$ cat config.mk
export PLATFORM = sky130hd
export DESIGN_NAME = decode_unit
export DESIGN_NICKNAME = d
export VERILOG_FILES = /design/src/rtl/decode_pkg.sv /design/src/rtl/decode_unit_regfile.sv /design/src/rtl/decode_unit.sv
export SDC_FILE = /design/constraint.sdc
export NUM_CORES = 1
export LEC_CHECK = 0
export CORE_MARGIN = 5
export CORE_UTILIZATION = 40
export CTS_CLUSTER_DIAMETER = 30
export DETAILED_ROUTE_END_ITERATION = 16
export PLACE_DENSITY = 0.57
export SLEW_MARGIN = 20
export SYNTH_ARGS = -nofsm -noshare
export SYNTH_HDL_FRONTEND = slang
export SYNTH_SLANG_ARGS = --single-unit
$ cat constraint.sdc
create_clock -name clk -period 6 [get_ports clk]
set_input_delay 1.2 -clock clk [delete_from_list [all_inputs] [get_ports clk]]
set_output_delay 1.2 -clock clk [all_outputs]
set_load 0.05 [all_outputs]
$ cat src/rtl/decode_pkg.sv
// Shared decode-stage definitions: opcodes, instruction field positions and the ID/EX bundle.
package decode_pkg;

  localparam int DATA_W_DEF = 8;
  localparam int IR_W       = 13;
  localparam int PC_W       = 5;

  localparam int OP_HI  = 12;
  localparam int OP_LO  = 9;
  localparam int F1_HI  = 8;
  localparam int F1_LO  = 6;
  localparam int F2_HI  = 5;
  localparam int F2_LO  = 3;
  localparam int F3_HI  = 2;
  localparam int F3_LO  = 0;
  localparam int JMP_HI = 4;

  typedef enum logic [3:0] {
    OP_NOP  = 4'h0,
    OP_ADD  = 4'h1,
    OP_SUB  = 4'h2,
    OP_AND  = 4'h3,
    OP_OR   = 4'h4,
    OP_ADDI = 4'h5,
    OP_LD   = 4'h6,
    OP_ST   = 4'h7,
    OP_BEQ  = 4'h8,
    OP_JMP  = 4'h9,
    OP_HALT = 4'hF
  } opcode_e;

  // op is kept as raw bits so illegal encodings A-E pass through unchanged
  typedef struct packed {
    logic                  valid;
    logic [3:0]            op;
    logic [2:0]            rd;
    logic [DATA_W_DEF-1:0] a;
    logic [DATA_W_DEF-1:0] b;
    logic [DATA_W_DEF-1:0] imm;
    logic [PC_W-1:0]       pc;
    logic                  illegal;
  } id_ex_t;

  function automatic logic [DATA_W_DEF-1:0] sext3(input logic [2:0] f);
    return {{(DATA_W_DEF-3){f[2]}}, f};
  endfunction

endpackage

$ cat src/rtl/decode_unit_regfile.sv
// 8-entry register file, two combinational reads with write-through bypass, one synchronous write.
// R0 always reads zero and ignores writes.
module regfile #(
  parameter int DATA_W = 8
) (
  input  logic              clk,
  input  logic              reset,
  input  logic              we,
  input  logic [2:0]        waddr,
  input  logic [DATA_W-1:0] wdata,
  input  logic [2:0]        ra_addr,
  output logic [DATA_W-1:0] ra_data,
  input  logic [2:0]        rb_addr,
  output logic [DATA_W-1:0] rb_data
);

  logic [DATA_W-1:0] regs [8];

  always_ff @(posedge clk) begin
    if (!reset) begin
      for (int i = 0; i < 8; i++) regs[i] <= '0;
    end else if (we && waddr != 3'd0) begin
      regs[waddr] <= wdata;
    end
  end

  always_comb begin
    ra_data = '0;
    if (ra_addr != 3'd0) ra_data = (we && waddr == ra_addr) ? wdata : regs[ra_addr];
  end

  always_comb begin
    rb_data = '0;
    if (rb_addr != 3'd0) rb_data = (we && waddr == rb_addr) ? wdata : regs[rb_addr];
  end

endmodule

$ cat src/rtl/decode_unit.sv
// Decode stage: IF/ID register, field decode with register read, load-use/halt hazard, ID/EX register.
// Latency ir_in -> dx_* is two edges; stall holds fetch for one cycle on load-use and forever once halted.
module decode_unit
  import decode_pkg::*;
#(
  parameter int DATA_W = DATA_W_DEF
) (
  input  logic              clk,
  input  logic              reset,
  input  logic [12:0]       ir_in,
  input  logic [4:0]        pc_in,
  input  logic              ir_valid,
  input  logic              flush,
  input  logic              wb_en,
  input  logic [2:0]        wb_addr,
  input  logic [DATA_W-1:0] wb_data,
  output logic              stall,
  output logic              halted,
  output logic              dx_valid,
  output logic [3:0]        dx_op,
  output logic [2:0]        dx_rd,
  output logic [DATA_W-1:0] dx_a,
  output logic [DATA_W-1:0] dx_b,
  output logic [DATA_W-1:0] dx_imm,
  output logic [4:0]        dx_pc,
  output logic              dx_illegal
);

  logic [IR_W-1:0] if_instr;
  logic [PC_W-1:0] if_pc;
  logic            if_valid;
  id_ex_t          dx_q;
  id_ex_t          dec;
  logic            halted_q;

  logic [3:0]        op;
  logic [2:0]        f1, f2, f3;
  logic [2:0]        ra_idx, rb_idx;
  logic              use_a, use_b;
  logic [DATA_W-1:0] ra_data, rb_data;
  logic              load_use;

  assign op = if_instr[OP_HI:OP_LO];
  assign f1 = if_instr[F1_HI:F1_LO];
  assign f2 = if_instr[F2_HI:F2_LO];
  assign f3 = if_instr[F3_HI:F3_LO];

  regfile #(.DATA_W(DATA_W)) u_regfile (
    .clk     (clk),
    .reset   (reset),
    .we      (wb_en),
    .waddr   (wb_addr),
    .wdata   (wb_data),
    .ra_addr (ra_idx),
    .ra_data (ra_data),
    .rb_addr (rb_idx),
    .rb_data (rb_data)
  );

  // Read-port selection and which ports are real sources (kept apart from the data mux to avoid a loop)
  always_comb begin
    ra_idx = f2;
    rb_idx = f3;
    use_a  = 1'b0;
    use_b  = 1'b0;
    case (op)
      OP_ADD, OP_SUB, OP_AND, OP_OR: begin
        use_a = 1'b1;
        use_b = 1'b1;
      end
      OP_ADDI, OP_LD: use_a = 1'b1;
      OP_ST: begin
        rb_idx = f1;
        use_a  = 1'b1;
        use_b  = 1'b1;
      end
      OP_BEQ: begin
        ra_idx = f1;
        rb_idx = f2;
        use_a  = 1'b1;
        use_b  = 1'b1;
      end
      default: ;
    endcase
    if (!if_valid) begin
      use_a = 1'b0;
      use_b = 1'b0;
    end
  end

  always_comb begin
    dec       = '0;
    dec.valid = 1'b1;
    dec.op    = op;
    dec.pc    = if_pc;
    case (op)
      OP_ADD, OP_SUB, OP_AND, OP_OR: begin
        dec.rd = f1;
        dec.a  = ra_data;
        dec.b  = rb_data;
      end
      OP_ADDI, OP_LD: begin
        dec.rd  = f1;
        dec.a   = ra_data;
        dec.imm = sext3(f3);
      end
      OP_ST, OP_BEQ: begin
        dec.a   = ra_data;
        dec.b   = rb_data;
        dec.imm = sext3(f3);
      end
      OP_JMP:          dec.imm = DATA_W_DEF'(if_instr[JMP_HI:0]);
      OP_HALT, OP_NOP: ;
      default:         dec.illegal = 1'b1;
    endcase
    if (!if_valid || op == OP_NOP) dec = '0;
  end

  assign load_use = dx_q.valid && dx_q.op == OP_LD && dx_q.rd != 3'd0 &&
                    ((use_a && ra_idx == dx_q.rd) || (use_b && rb_idx == dx_q.rd));
  assign stall    = load_use || halted_q;

  always_ff @(posedge clk) begin
    if (!reset) begin
      if_instr <= '0;
      if_pc    <= '0;
      if_valid <= 1'b0;
      dx_q     <= '0;
      halted_q <= 1'b0;
    end else begin
      if (flush) begin
        if_valid <= 1'b0;
      end else if (!stall) begin
        if_instr <= ir_in;
        if_pc    <= pc_in;
        if_valid <= ir_valid;
      end
      dx_q <= (flush || stall) ? id_ex_t'('0) : dec;
      if (!flush && !stall && dec.valid && dec.op == OP_HALT) halted_q <= 1'b1;
    end
  end

  assign halted     = halted_q;
  assign dx_valid   = dx_q.valid;
  assign dx_op      = dx_q.op;
  assign dx_rd      = dx_q.rd;
  assign dx_a       = dx_q.a;
  assign dx_b       = dx_q.b;
  assign dx_imm     = dx_q.imm;
  assign dx_pc      = dx_q.pc;
  assign dx_illegal = dx_q.illegal;

endmodule

==> qor.txt, run 1 <==
die area: 0.0174 mm^2
Cells after Synth: 584
largest net degree at the start of global routing: 47
Num CTS Buffers: 17
fin util: 51.1%
num rows: 44
Fin. Hold Viols: 0
setup TNS: 0 ps
DR WL/cell: 20.5 um
origin of the worst setup path: if_instr[12]$_SDFFE_PN0N_
layout cell share with drive strength beyond 1: 7.47%
Port Buf Inserts: 73
CTS sink cnt: 120
flops & latches, synth: 120
die width: 132 um
filler instances: 1323
pwr dens: 294 mW/mm^2
synthesis-to-layout area growth: 25.4%
die span in y: 132 um
Crit. End Element: output pin
post-synthesis cell type count: 48
first-pass GRT wire length: 27400 um
CTS tree: built
synthesized area per cell: 10.2 um^2
worst slew pin tran: 1030 ps
I/O Pins: 74
Total Wirelength: 17500 um
fin nets: 690
R2R Setup Slk: 2330 ps
R2R Path Start: if_instr[12]$_SDFFE_PN0N_
GR Layer Usage met2: 32.1%
clk_skew: 10.4 ps
core box area: 0.0145 mm^2
Worst Path Max Fanout: 16
slowest library cell on the worst path: clkdlybuf4s50_1
htree depth: 4
Worst slew margin: 30.5%
fmax: 0.187 GHz
via/cell ratio: 5.56
Remaining Overflow, GRT: 0
RSZ-0062 raised after global routing: false
worst path cell trace: nor4b_4 > a22o_1 > o21ai_0 > a211oi_1 > o2111ai_1 > nand2_1 > clkdlybuf4s50_1
GRT busiest layer: met2
M1 GR Usage: 27.8%
Cells after DPL: 821
sequential element share of the synthesized area: 51.3%
cts hold-fix bufs: 0
Maximum Capacitance Violations: 0
final slew viol count: 0
Finish-stage setup viols: 0
Critical Path End: stall
vias in the first global route: 4697
Gate power share: 10.8%
dpl hpwl: 12600 um
cts repair resizes: 0
dpl cell area: 0.00684 mm^2
Placement Setup Slack: 1050 ps
FF-to-FF path depth: 7
register area: 0.00304 mm^2
critical path arrival: 4150 ps
multi-input logic area: 0.00276 mm^2
hold crit path type: reg -> reg
clock buffer depth: 2
Root Driver: clkbuf_16
hold slack: 456 ps
asr flop ratio synth: 0%
number of diodes: 0
vias: 4746
number of synthesized flops with an enable pin: 64
Worst Slack Setup Final: 655 ps
Clk pin slew, worst setup/hold paths: 60 ps
Pleak: 2.77 nW
fin area: 0.00743 mm^2
FF-to-FF End: dx_a[7]$_SDFF_PP0_
DRT iter0 DRCs: 347
Critical Path Start Type: flop
Routed Antenna Nets: 0
Cell Int Power: 1.63 mW
Required @ worst endpoint: 4800 ps
dominant synthesized flop cell: edfxtp_1
fin cells: 853
gpl congestion: 0.913
Psw: 0.554 mW
number of detailed-route iterations in the first pass: 5
outcome: finished clean
met3 Use GR: 4.47%
post-CTS setup buffers: 0
WS Path Type: reg -> out
clock network fraction of design power: 46.3%
Syn. warnings: 0
Clock Latency Late Sink: 420 ps
crit path time final: 5350 ps
Seq pwr share: 42.9%
initial antenna violation count: 0
Post-route DRC: 0
Syn Std Cell Area: 0.00593 mm^2
fin crit share: 89.1%
GRT Resource Usage Total: 20.4%
starting density of the core: 40.8%
switching part of the total power: 25.4%
CP max stage delay: 850 ps
total power: 2.19 mW
peak supply drop: 0.277 mV
==> area by class of cell <==
cell class	count	share of cell area [%]
flip-flops and latches	120	40.9
well taps	184	3.10
repair buffers	80	10.6
inverters	4	0.202
clock inverters	11	1.23
multi-input cells	433	37.2
clock buffers	21	6.77
==> flip-flops by register name, summed over array words and instances, names as in the netlist <==
register and flops:
if_instr 13, dx_b 8, dx_rd 3, dx_imm 6
dx_pc 5, u_regfile.regs 64, halted 1, dx_illegal 1
dx_op 4, dx_a 8, if_valid 1, dx_valid 1
if_pc 5
==> cells in the final DEF, fill, tap and decap left out, drive strengths merged, types with 11 or more instances in the layout <==
cell type      synthesis  layout
o21ai                 15      15
mux2i                 55      55
nor3                  13      13
edfxtp                64      64
a21oi                 11      11
and3                  16      16
clkdlybuf4s50          0      73
a211oi                27      27
a22oi                 11      11
clkbuf                23      21
a31oi                 15      15
nand2                 81      81
nand3                 23      23
dfxtp                 56      56
nor2                  32      32
and2                  72      72
==> metal layers <==
metal / up-vias / share of wire (%)
li1: 2258 / -
met1: 2297 / 46
met2: 158 / 47
met3: 33 / 5.5
met4: 0 / 2.4
met5: - / 0
==> how the worst min path moves through the flow <==
stage               cells past startpoint                     to  slack (ps)             startpoint
floorplan                               2  if_pc[0]$_SDFFE_PN0N_         430  if_pc[0]$_SDFFE_PN0N_
global placement                        2  if_pc[2]$_SDFFE_PN0N_         440  if_pc[2]$_SDFFE_PN0N_
detailed placement                      2  if_pc[4]$_SDFFE_PN0N_         450  if_pc[4]$_SDFFE_PN0N_
CTS                                     2  if_pc[4]$_SDFFE_PN0N_         460  if_pc[4]$_SDFFE_PN0N_
global route                            2  if_pc[2]$_SDFFE_PN0N_         480  if_pc[2]$_SDFFE_PN0N_
finish                                  2  if_pc[4]$_SDFFE_PN0N_         460  if_pc[4]$_SDFFE_PN0N_
==> worst max-delay path, delay by kind of cell (launching register included) <==
family,cells,cell delay (ps)
and+or+nand+nor,2,970
DFF,1,600
buffers and inverters,1,850
AOI/OAI and AO/OA,4,1300
==> Yosys cell counts, drive strengths merged, types with 5 or more instances <==
library cell  count  area share, %
a211oi           27            3.4
a21oi            11           0.93
a22oi            11            1.4
a311oi            8            1.2
a31oi            15            1.6
and2             72            7.6
and3             16            1.7
buf              11            1.2
clkbuf           23            1.5
dfxtp            56             19
edfxtp           64             32
mux2i            55            9.3
nand2            81            5.1
nand2b            5           0.53
nand3            23            1.9
nor2             32            2.0
nor3             13            1.1
o21ai            15            1.3
xnor2             6           0.89
==> kinds of logic (layout without fill, tap and decap cells) <==
family	count (synthesis)	after routing	synth area share (%)
AND/OR/NAND/NOR	260	260	22.9
flip-flops	120	120	51.3
AO/OA/AOI/OAI	99	99	11.8
multiplexers	56	56	9.48
buffers and inverters	38	116	2.93
XOR/XNOR	10	10	1.48
other	1	8	0.0633
==> power by group through the flow <==
stage | Sequential (mW) | Clock (mW) | Combinational (mW)
6_report | 0.937 | 1.01 | 0.236
5_1_grt | 0.941 | 1.06 | 0.256
4_1_cts | 0.937 | 1.03 | 0.236
3_5_place_dp | 0.953 | 0 | 0.235
3_3_place_gp | 0.953 | 0 | 0.233
2_1_floorplan | 0.938 | 0 | 0.151
(Power assumes the default switching activity.)
==> inputs of run 2 (changes only) <==
--- a/config.mk
+++ b/config.mk
@@ -5,11 +5,13 @@
 export SDC_FILE = /design/constraint.sdc
 export NUM_CORES = 1
 export LEC_CHECK = 0
+export ABC_AREA = 1
 export CORE_MARGIN = 5
 export CORE_UTILIZATION = 40
 export CTS_CLUSTER_DIAMETER = 30
 export DETAILED_ROUTE_END_ITERATION = 16
 export PLACE_DENSITY = 0.57
+export REMOVE_ABC_BUFFERS = 1
 export SLEW_MARGIN = 20
 export SYNTH_ARGS = -nofsm -noshare
 export SYNTH_HDL_FRONTEND = slang
==> qor.txt, run 2 <==
outcome: finished clean (unchanged)
top-count cell post-synth: nor2_1 (was nand2_1)
Routed Antenna Nets: 0 (unchanged)
FF-to-FF End: dx_b[1]$_SDFF_PP0_ (was dx_a[7]$_SDFF_PP0_)
flops & latches, synth: 120 (unchanged)
fin util: 51.1% (about the same)
Maximum Capacitance Violations: 0 (unchanged)
origin of the worst setup path: if_instr[12]$_SDFFE_PN0N_ (unchanged)
CP top delay family: buffers and inverters (was compound AO/OA/AOI/OAI gates)
number of detailed-route iterations in the first pass: 5 (unchanged)
WS Path Type: reg -> out (unchanged)
I/O Pins: 74 (unchanged)
cts repair resizes: 0 (unchanged)
DR WL/cell: 17.9 um (was 20.5 um)
CP max stage delay: 820 ps (was 850 ps)
Fin. Hold Viols: 0 (unchanged)
dominant synthesized flop cell: edfxtp_1 (unchanged)
fin nets: 891 (was 690)
CTS tree: built (unchanged)
Worst slew margin: 30.4% (was 30.5%)
starting density of the core: 41.1% (was 40.8%)
number of diodes: 0 (unchanged)
setup TNS: 0 ps (unchanged)
Synth top area share: 31.9% (was 32.4%)
DRT iter0 DRCs: 726 (was 347)
initial antenna violation count: 0 (unchanged)
hold slack: 447 ps (was 456 ps)
Finish-stage setup viols: 0 (unchanged)
GRT Resource Usage Total: 21.9% (was 20.4%)
critical path arrival: 3400 ps (was 4150 ps)
first-pass GRT wire length: 30000 um (was 27400 um)
Critical Path Start Type: flop (unchanged)
CTS sink cnt: 120 (unchanged)
Crit. End Element: output pin (unchanged)
sequential element share of the synthesized area: 50.5% (was 51.3%)
crit path time final: 4600 ps (was 5350 ps)
vias: 5552 (was 4746)
core box area: 0.0146 mm^2 (was 0.0145 mm^2)
slowest library cell on the worst path: clkdlybuf4s50_1 (unchanged)
most frequent cells in the layout: nor2_1 (165), nand2_1 (164), inv_1 (86), nand3_1 (76), clkdlybuf4s50_1 (73) (was nand2_1 (80), clkdlybuf4s50_1 (73), and2_1 (72), edfxtp_1 (64), dfxtp_1 (56))
fin area: 0.00748 mm^2 (was 0.00743 mm^2)
CP dominant cell by count: nand2_2
fin cells: 1054 (was 853)
Cells after DPL: 1022 (was 821)
Port Buf Inserts: 73 (unchanged)
hold crit path type: reg -> reg (unchanged)
clk_skew: 6.09 ps (was 10.4 ps)
final slew viol count: 0 (unchanged)
Total Wirelength: 18800 um (was 17500 um)
Critical Path Stages: 10 (was 7)
Cells after Synth: 789 (was 584)
dpl hpwl: 13200 um (was 12600 um)
Required @ worst endpoint: 4800 ps (about the same)
worst path cell trace: inv_2 > nor2_2 > nand2_2 > o21ai_2 > xor2_1 > nand3_1 > nand2_2 > nand2_4 > nand2_2 > clkdlybuf4s50_1 (was nor4b_4 > a22o_1 > o21ai_0 > a211oi_1 > o2111ai_1 > nand2_1 > clkdlybuf4s50_1)
layout cell share with drive strength beyond 1: 7.24% (was 7.47%)
via/cell ratio: 5.27 (was 5.56)
Reg with most FFs: u_regfile.regs (unchanged)
Remaining Overflow, GRT: 0 (unchanged)
cts hold-fix bufs: 0 (unchanged)
largest net degree at the start of global routing: 39 (was 47)
peak supply drop: 0.201 mV (was 0.277 mV)
fmax: 0.217 GHz (was 0.187 GHz)
RSZ-0062 raised after global routing: false (unchanged)
Worst Slack Setup Final: 1400 ps (was 655 ps)
Clk pin slew, worst setup/hold paths: 60 ps (about the same)
Syn. warnings: 0 (unchanged)
post-synthesis cell type count: 35 (was 48)
Syn Std Cell Area: 0.00602 mm^2 (was 0.00593 mm^2)
most common cell after layout, fill and taps aside: nor2_1 (was nand2_1)
largest cells by area after synthesis: edfxtp_1 (32%), dfxtp_1 (19%), nor2_1 (10%) (was edfxtp_1 (32%), dfxtp_1 (19%), mux2i_1 (9.3%))
Root Driver: clkbuf_16 (unchanged)
Worst Path Max Fanout: 21 (was 16)
num rows: 44 (unchanged)
asr flop ratio synth: 0% (unchanged)
number of synthesized flops with an enable pin: 64 (unchanged)
dpl cell area: 0.00684 mm^2 (about the same)
worst slew pin tran: 1040 ps (was 1030 ps)
R2R Path Start: if_instr[11]$_SDFFE_PN0N_ (was if_instr[12]$_SDFFE_PN0N_)
fin crit share: 76.6% (was 89.1%)
vias in the first global route: 5429 (was 4697)
area leader, netlist: edfxtp_1 (unchanged)
pwr dens: 311 mW/mm^2 (was 294 mW/mm^2)
Post-route DRC: 0 (unchanged)
clock buffer depth: 2 (unchanged)
post-CTS setup buffers: 0 (unchanged)
Worst Path Buf+Inv: 2 (was 1)
FF-to-FF path depth: 12 (was 7)
gpl congestion: 0.883 (was 0.913)
Largest regs: u_regfile.regs: 64 flops, if_instr: 13 flops (unchanged)
R2R Setup Slk: 2670 ps (was 2330 ps)
synthesis-to-layout area growth: 24.2% (was 25.4%)
Num CTS Buffers: 17 (unchanged)
Placement Setup Slack: 1840 ps (was 1050 ps)
die span in y: 133 um (was 132 um)
die width: 133 um (was 132 um)
total power: 2.33 mW (was 2.19 mW)
most frequent cells after synthesis: nor2_1 (165), nand2_1 (164), inv_1 (86), nand3_1 (76), edfxtp_1 (64) (was nand2_1 (81), and2_1 (72), edfxtp_1 (64), dfxtp_1 (56), mux2i_1 (55))
synthesized area per cell: 7.63 um^2 (was 10.2 um^2)
htree depth: 4 (unchanged)
Critical Path End: stall (unchanged)
max FFs per register: 64 (unchanged)
Pleak: 3.25 nW (was 2.77 nW)
Clock Latency Late Sink: 420 ps (about the same)
die area: 0.0176 mm^2 (was 0.0174 mm^2)
[run 2: cell count changes after synthesis, moves of 27 or more]
cell	previous run	this run
nand3_1	23	76
mux2i_1	55	0
a211oi_1	27	0
o21ai_0	15	46
and2_1	72	0
nand2_1	81	164
inv_1	4	86
nor2_1	32	165
[run 2: cells by family after synthesis]
logic type                count (synthesis)  share of synthesized area [%]
and+or+nand+nor                         449                           31.8
buffers and inverters                   128                           9.18
DFF                                     120                           50.5
AOI/OAI and AO/OA                        90                           8.31
xor gates and xnor gates                  1                          0.145
other                                     1                         0.0623
[run 2: worst min path at each step]
stage,depth (start not counted),slack [ps],endpoint,startpoint
after floorplan,2,420,dx_pc[0]$_SDFF_PP0_,if_pc[0]$_SDFFE_PN0N_
after global placement,2,430,dx_pc[1]$_SDFF_PP0_,if_pc[1]$_SDFFE_PN0N_
after detailed placement,2,430,dx_pc[1]$_SDFF_PP0_,if_pc[1]$_SDFFE_PN0N_
after CTS,2,450,dx_pc[1]$_SDFF_PP0_,if_pc[1]$_SDFFE_PN0N_
after global routing,2,460,dx_pc[1]$_SDFF_PP0_,if_pc[1]$_SDFFE_PN0N_
final,2,450,dx_pc[1]$_SDFF_PP0_,if_pc[1]$_SDFFE_PN0N_
[run 2: worst reg2reg max path: stages (launching register included)]
cell and delay (ps):
dfxtp_1 420, inv_2 90, nor2_2 230, nand2_1 170, nand3_1 140, nand2_1 60
buf_4 260, inv_1 810, nor2_1 140, nor3_2 200, nand2_2 230, o21ai_0 360
nor2_1 90
[run 2: final cells by class]
class	instances	area (um^2)
Clock buffer	23	543
Clock inverter	9	92.6
Fill cell	1411	7170
Inverter	92	349
Multi-Input combinational cell	548	2450
Sequential cell	120	3040
Tap cell	184	230
Timing Repair Buffer	78	768
[run 2: where the power goes]
part / internal [mW] / leakage, nW / switching, mW
clock network: 0.686 / 0.317 / 0.389
registers: 0.905 / 1.07 / 0.0303
logic: 0.104 / 1.86 / 0.213
[run 2: per-layer routing]
| layer | wire length [um] | GRT usage, % | vias to the layer above |
|---|---|---|---|
| li1 | - | - | 2690 |
| met1 | 8720 | 30.8 | 2556 |
| met2 | 7920 | 31.0 | 262 |
| met3 | 1650 | 6.95 | 44 |
| met4 | 533 | 9.18 | 0 |
| met5 | 0 | 0 | - |
==> inputs of run 3 (changes only) <==
--- a/config.mk
+++ b/config.mk
@@ -10,7 +10,7 @@
 export CORE_UTILIZATION = 40
 export CTS_CLUSTER_DIAMETER = 30
 export DETAILED_ROUTE_END_ITERATION = 16
-export PLACE_DENSITY = 0.57
+export PLACE_DENSITY = 0.59
 export REMOVE_ABC_BUFFERS = 1
 export SLEW_MARGIN = 20
 export SYNTH_ARGS = -nofsm -noshare
==> constraint.sdc (replaced) <==
create_clock -name clk -period 3.75 [get_ports clk]
set_input_delay 0.75 -clock clk [delete_from_list [all_inputs] [get_ports clk]]
set_output_delay 0.75 -clock clk [all_outputs]
set_load 0.05 [all_outputs]
==> qor.txt, run 3 (synthesis gave the netlist of run 2 again) <==
CP max stage delay: 400 ps (was 820 ps)
Maximum Capacitance Violations: 0 (unchanged)
die span in y: 133 um (unchanged)
Post-route DRC: 0 (unchanged)
synthesis-to-layout area growth: 24.0% (was 24.2%)
worst path cell trace: inv_2 > nor2_2 > nand2_2 > nand3_2 > nand2_4 > inv_4 > nor2_1 > nor2_1 > nand2_1 > nand2_2 > nand2_4 > nand2_2 > buf_12 (was inv_2 > nor2_2 > nand2_2 > o21ai_2 > xor2_1 > nand3_1 > nand2_2 > nand2_4 > nand2_2 > clkdlybuf4s50_1)
layout cell share with drive strength beyond 1: 8.15% (was 7.24%)
I/O Pins: 74 (unchanged)
dpl cell area: 0.00695 mm^2 (was 0.00684 mm^2)
RSZ-0062 raised after global routing: false (unchanged)
via/cell ratio: 5.29 (was 5.27)
Worst Slack Setup Final: 408 ps (was 1400 ps)
slowest library cell on the worst path: dfxtp_1 (was clkdlybuf4s50_1)
Total Wirelength: 18600 um (was 18800 um)
Worst slew margin: 35.9% (was 30.4%)
vias: 5640 (was 5552)
fmax: 0.299 GHz
clock buffer depth: 2 (unchanged)
filler instances: 1398 (was 1411)
gpl congestion: 0.899 (was 0.883)
DR WL/cell: 17.4 um (was 17.9 um)
starting density of the core: 41.1% (unchanged)
peak supply drop: 0.329 mV (was 0.201 mV)
Largest regs: u_regfile.regs: 64 flops, if_instr: 13 flops (unchanged)
first-pass GRT wire length: 29800 um (was 30000 um)
number of detailed-route iterations in the first pass: 6 (was 5)
Root Driver: clkbuf_16 (unchanged)
CP dominant cell by count: nand2_2 (unchanged)
Pleak: 3.25 nW (about the same)
most common cell after layout, fill and taps aside: nor2_1 (unchanged)
CTS sink cnt: 120 (unchanged)
num rows: 44 (unchanged)
fin crit share: 89.1%
Crit. End Element: output pin (unchanged)
clk_skew: 6.60 ps (was 6.09 ps)
Clk pin slew, worst setup/hold paths: 50 ps (was 60 ps)
Worst Path Buf+Inv: 3 (was 2)
fin area: 0.00747 mm^2 (was 0.00748 mm^2)
Required @ worst endpoint: 3000 ps (was 4800 ps)
CP top delay family: simple AND/OR/NAND/NOR gates (was buffers and inverters)
largest net degree at the start of global routing: 37 (was 39)
die area: 0.0176 mm^2 (unchanged)
Fin. Hold Viols: 0 (unchanged)
Placement Setup Slack: 814 ps (was 1840 ps)
Port Buf Inserts: 73 (unchanged)
Clock Latency Late Sink: 420 ps (about the same)
final slew viol count: 0 (unchanged)
most frequent cells in the layout: nor2_1 (165), nand2_1 (164), inv_1 (86), nand3_1 (76), clkdlybuf4s50_1 (72) (was nor2_1 (165), nand2_1 (164), inv_1 (86), nand3_1 (76), clkdlybuf4s50_1 (73))
fin nets: 904 (was 891)
hold crit path type: reg -> reg (unchanged)
outcome: finished clean (unchanged)
dpl hpwl: 13100 um (was 13200 um)
core box area: 0.0146 mm^2 (unchanged)
cts repair resizes: 0 (unchanged)
max FFs per register: 64 (unchanged)
Worst Path Max Fanout: 19 (was 21)
DRT iter0 DRCs: 666 (was 726)
pwr dens: 462 mW/mm^2 (was 311 mW/mm^2)
post-CTS setup buffers: 0 (unchanged)
Remaining Overflow, GRT: 0 (unchanged)
hold slack: 435 ps (was 447 ps)
worst slew pin tran: 953 ps (was 1040 ps)
Num CTS Buffers: 17 (unchanged)
setup TNS: 0 ps (unchanged)
total power: 3.45 mW (was 2.33 mW)
GRT Resource Usage Total: 21.7% (was 21.9%)
die width: 133 um (unchanged)
critical path arrival: 2590 ps (was 3400 ps)
crit path time final: 3340 ps
Routed Antenna Nets: 0 (unchanged)
Critical Path Start Type: flop (unchanged)
CTS tree: built (unchanged)
cts hold-fix bufs: 0 (unchanged)
initial antenna violation count: 0 (unchanged)
number of diodes: 0 (unchanged)
htree depth: 4 (unchanged)
vias in the first global route: 5501 (was 5429)
WS Path Type: reg -> out (unchanged)
Reg with most FFs: u_regfile.regs (unchanged)
Finish-stage setup viols: 0 (unchanged)
-- run 3: cell types whose count changed in the layout (fill, tap and decap cells not counted) --
| cell | before | now |
|---|---|---|
| buf_4 | 5 | 18 |
| clkbuf_1 | 1 | 6 |
| clkinv_2 | 1 | 6 |
| clkbuf_16 | 21 | 18 |
| inv_6 | 3 | 0 |
| clkinv_4 | 2 | 0 |
| buf_12 | 0 | 1 |
| bufinv_16 | 1 | 0 |
| clkbuf_8 | 1 | 0 |
| clkdlybuf4s50_1 | 73 | 72 |
-- run 3: worst paths after layout --
| path | startpoint | end | slack (ps) | cells after the start |
|---|---|---|---|---|
| worst max-delay path | if_instr[12]$_SDFFE_PN0N_ | stall | 410 | 13 |
| worst max register to register | if_instr[12]$_SDFFE_PN0N_ | dx_b[1]$_SDFF_PP0_ | 910 | 12 |
| worst min-delay path | if_pc[4]$_SDFFE_PN0N_ | dx_pc[4]$_SDFF_PP0_ | 440 | 2 |
| worst min register to register | if_pc[4]$_SDFFE_PN0N_ | dx_pc[4]$_SDFF_PP0_ | 440 | 2 |
-- run 3: power by group --
group          switching [mW]  internal, mW
registers              0.0459          1.45
clock network           0.566         0.876
logic                   0.339         0.176
total                   0.951          2.50
-- run 3: per-stage QoR --
step | cells | util (%)
floorplan | 760 | -
global placement | 1035 | 47.5
detailed placement | 1035 | 47.5
CTS | 1067 | 51.0
global route | 1067 | 51.0
finish | 1067 | 51.0
-- run 3: cell type report --
class	count	area, um^2	share of cell area, %
Clock buffer	24	473	6.33
Inverter	92	349	4.67
Tap cell	184	230	3.08
Sequential cell	120	3040	40.8
Clock inverter	8	43.8	0.586
Timing Repair Buffer	91	876	11.7
Multi-Input combinational cell	548	2450	32.8
-- run 3: layer usage --
metal / vias up / track usage (%) / share of wire, % / wire (um)
met5: - / 0 / 0 / 0
met4: 0 / 8.08 / 2.3 / 420
met3: 34 / 5.92 / 9.0 / 1680
met2: 277 / 32.4 / 43 / 8030
met1: 2609 / 30.3 / 46 / 8480
li1: 2720 / - / - / -
-- run 3: worst reg2reg max path, stage by stage, from the launching register on --
cell and delay [ps]:
dfxtp_1 400, inv_2 90, nor2_2 170, nand2_2 220, nand3_1 180, nand2_1 120
inv_1 630, nor2_1 110, nor3_2 220, nand2_2 260, nand3_1 150, o21ai_0 90
nor2_1 140
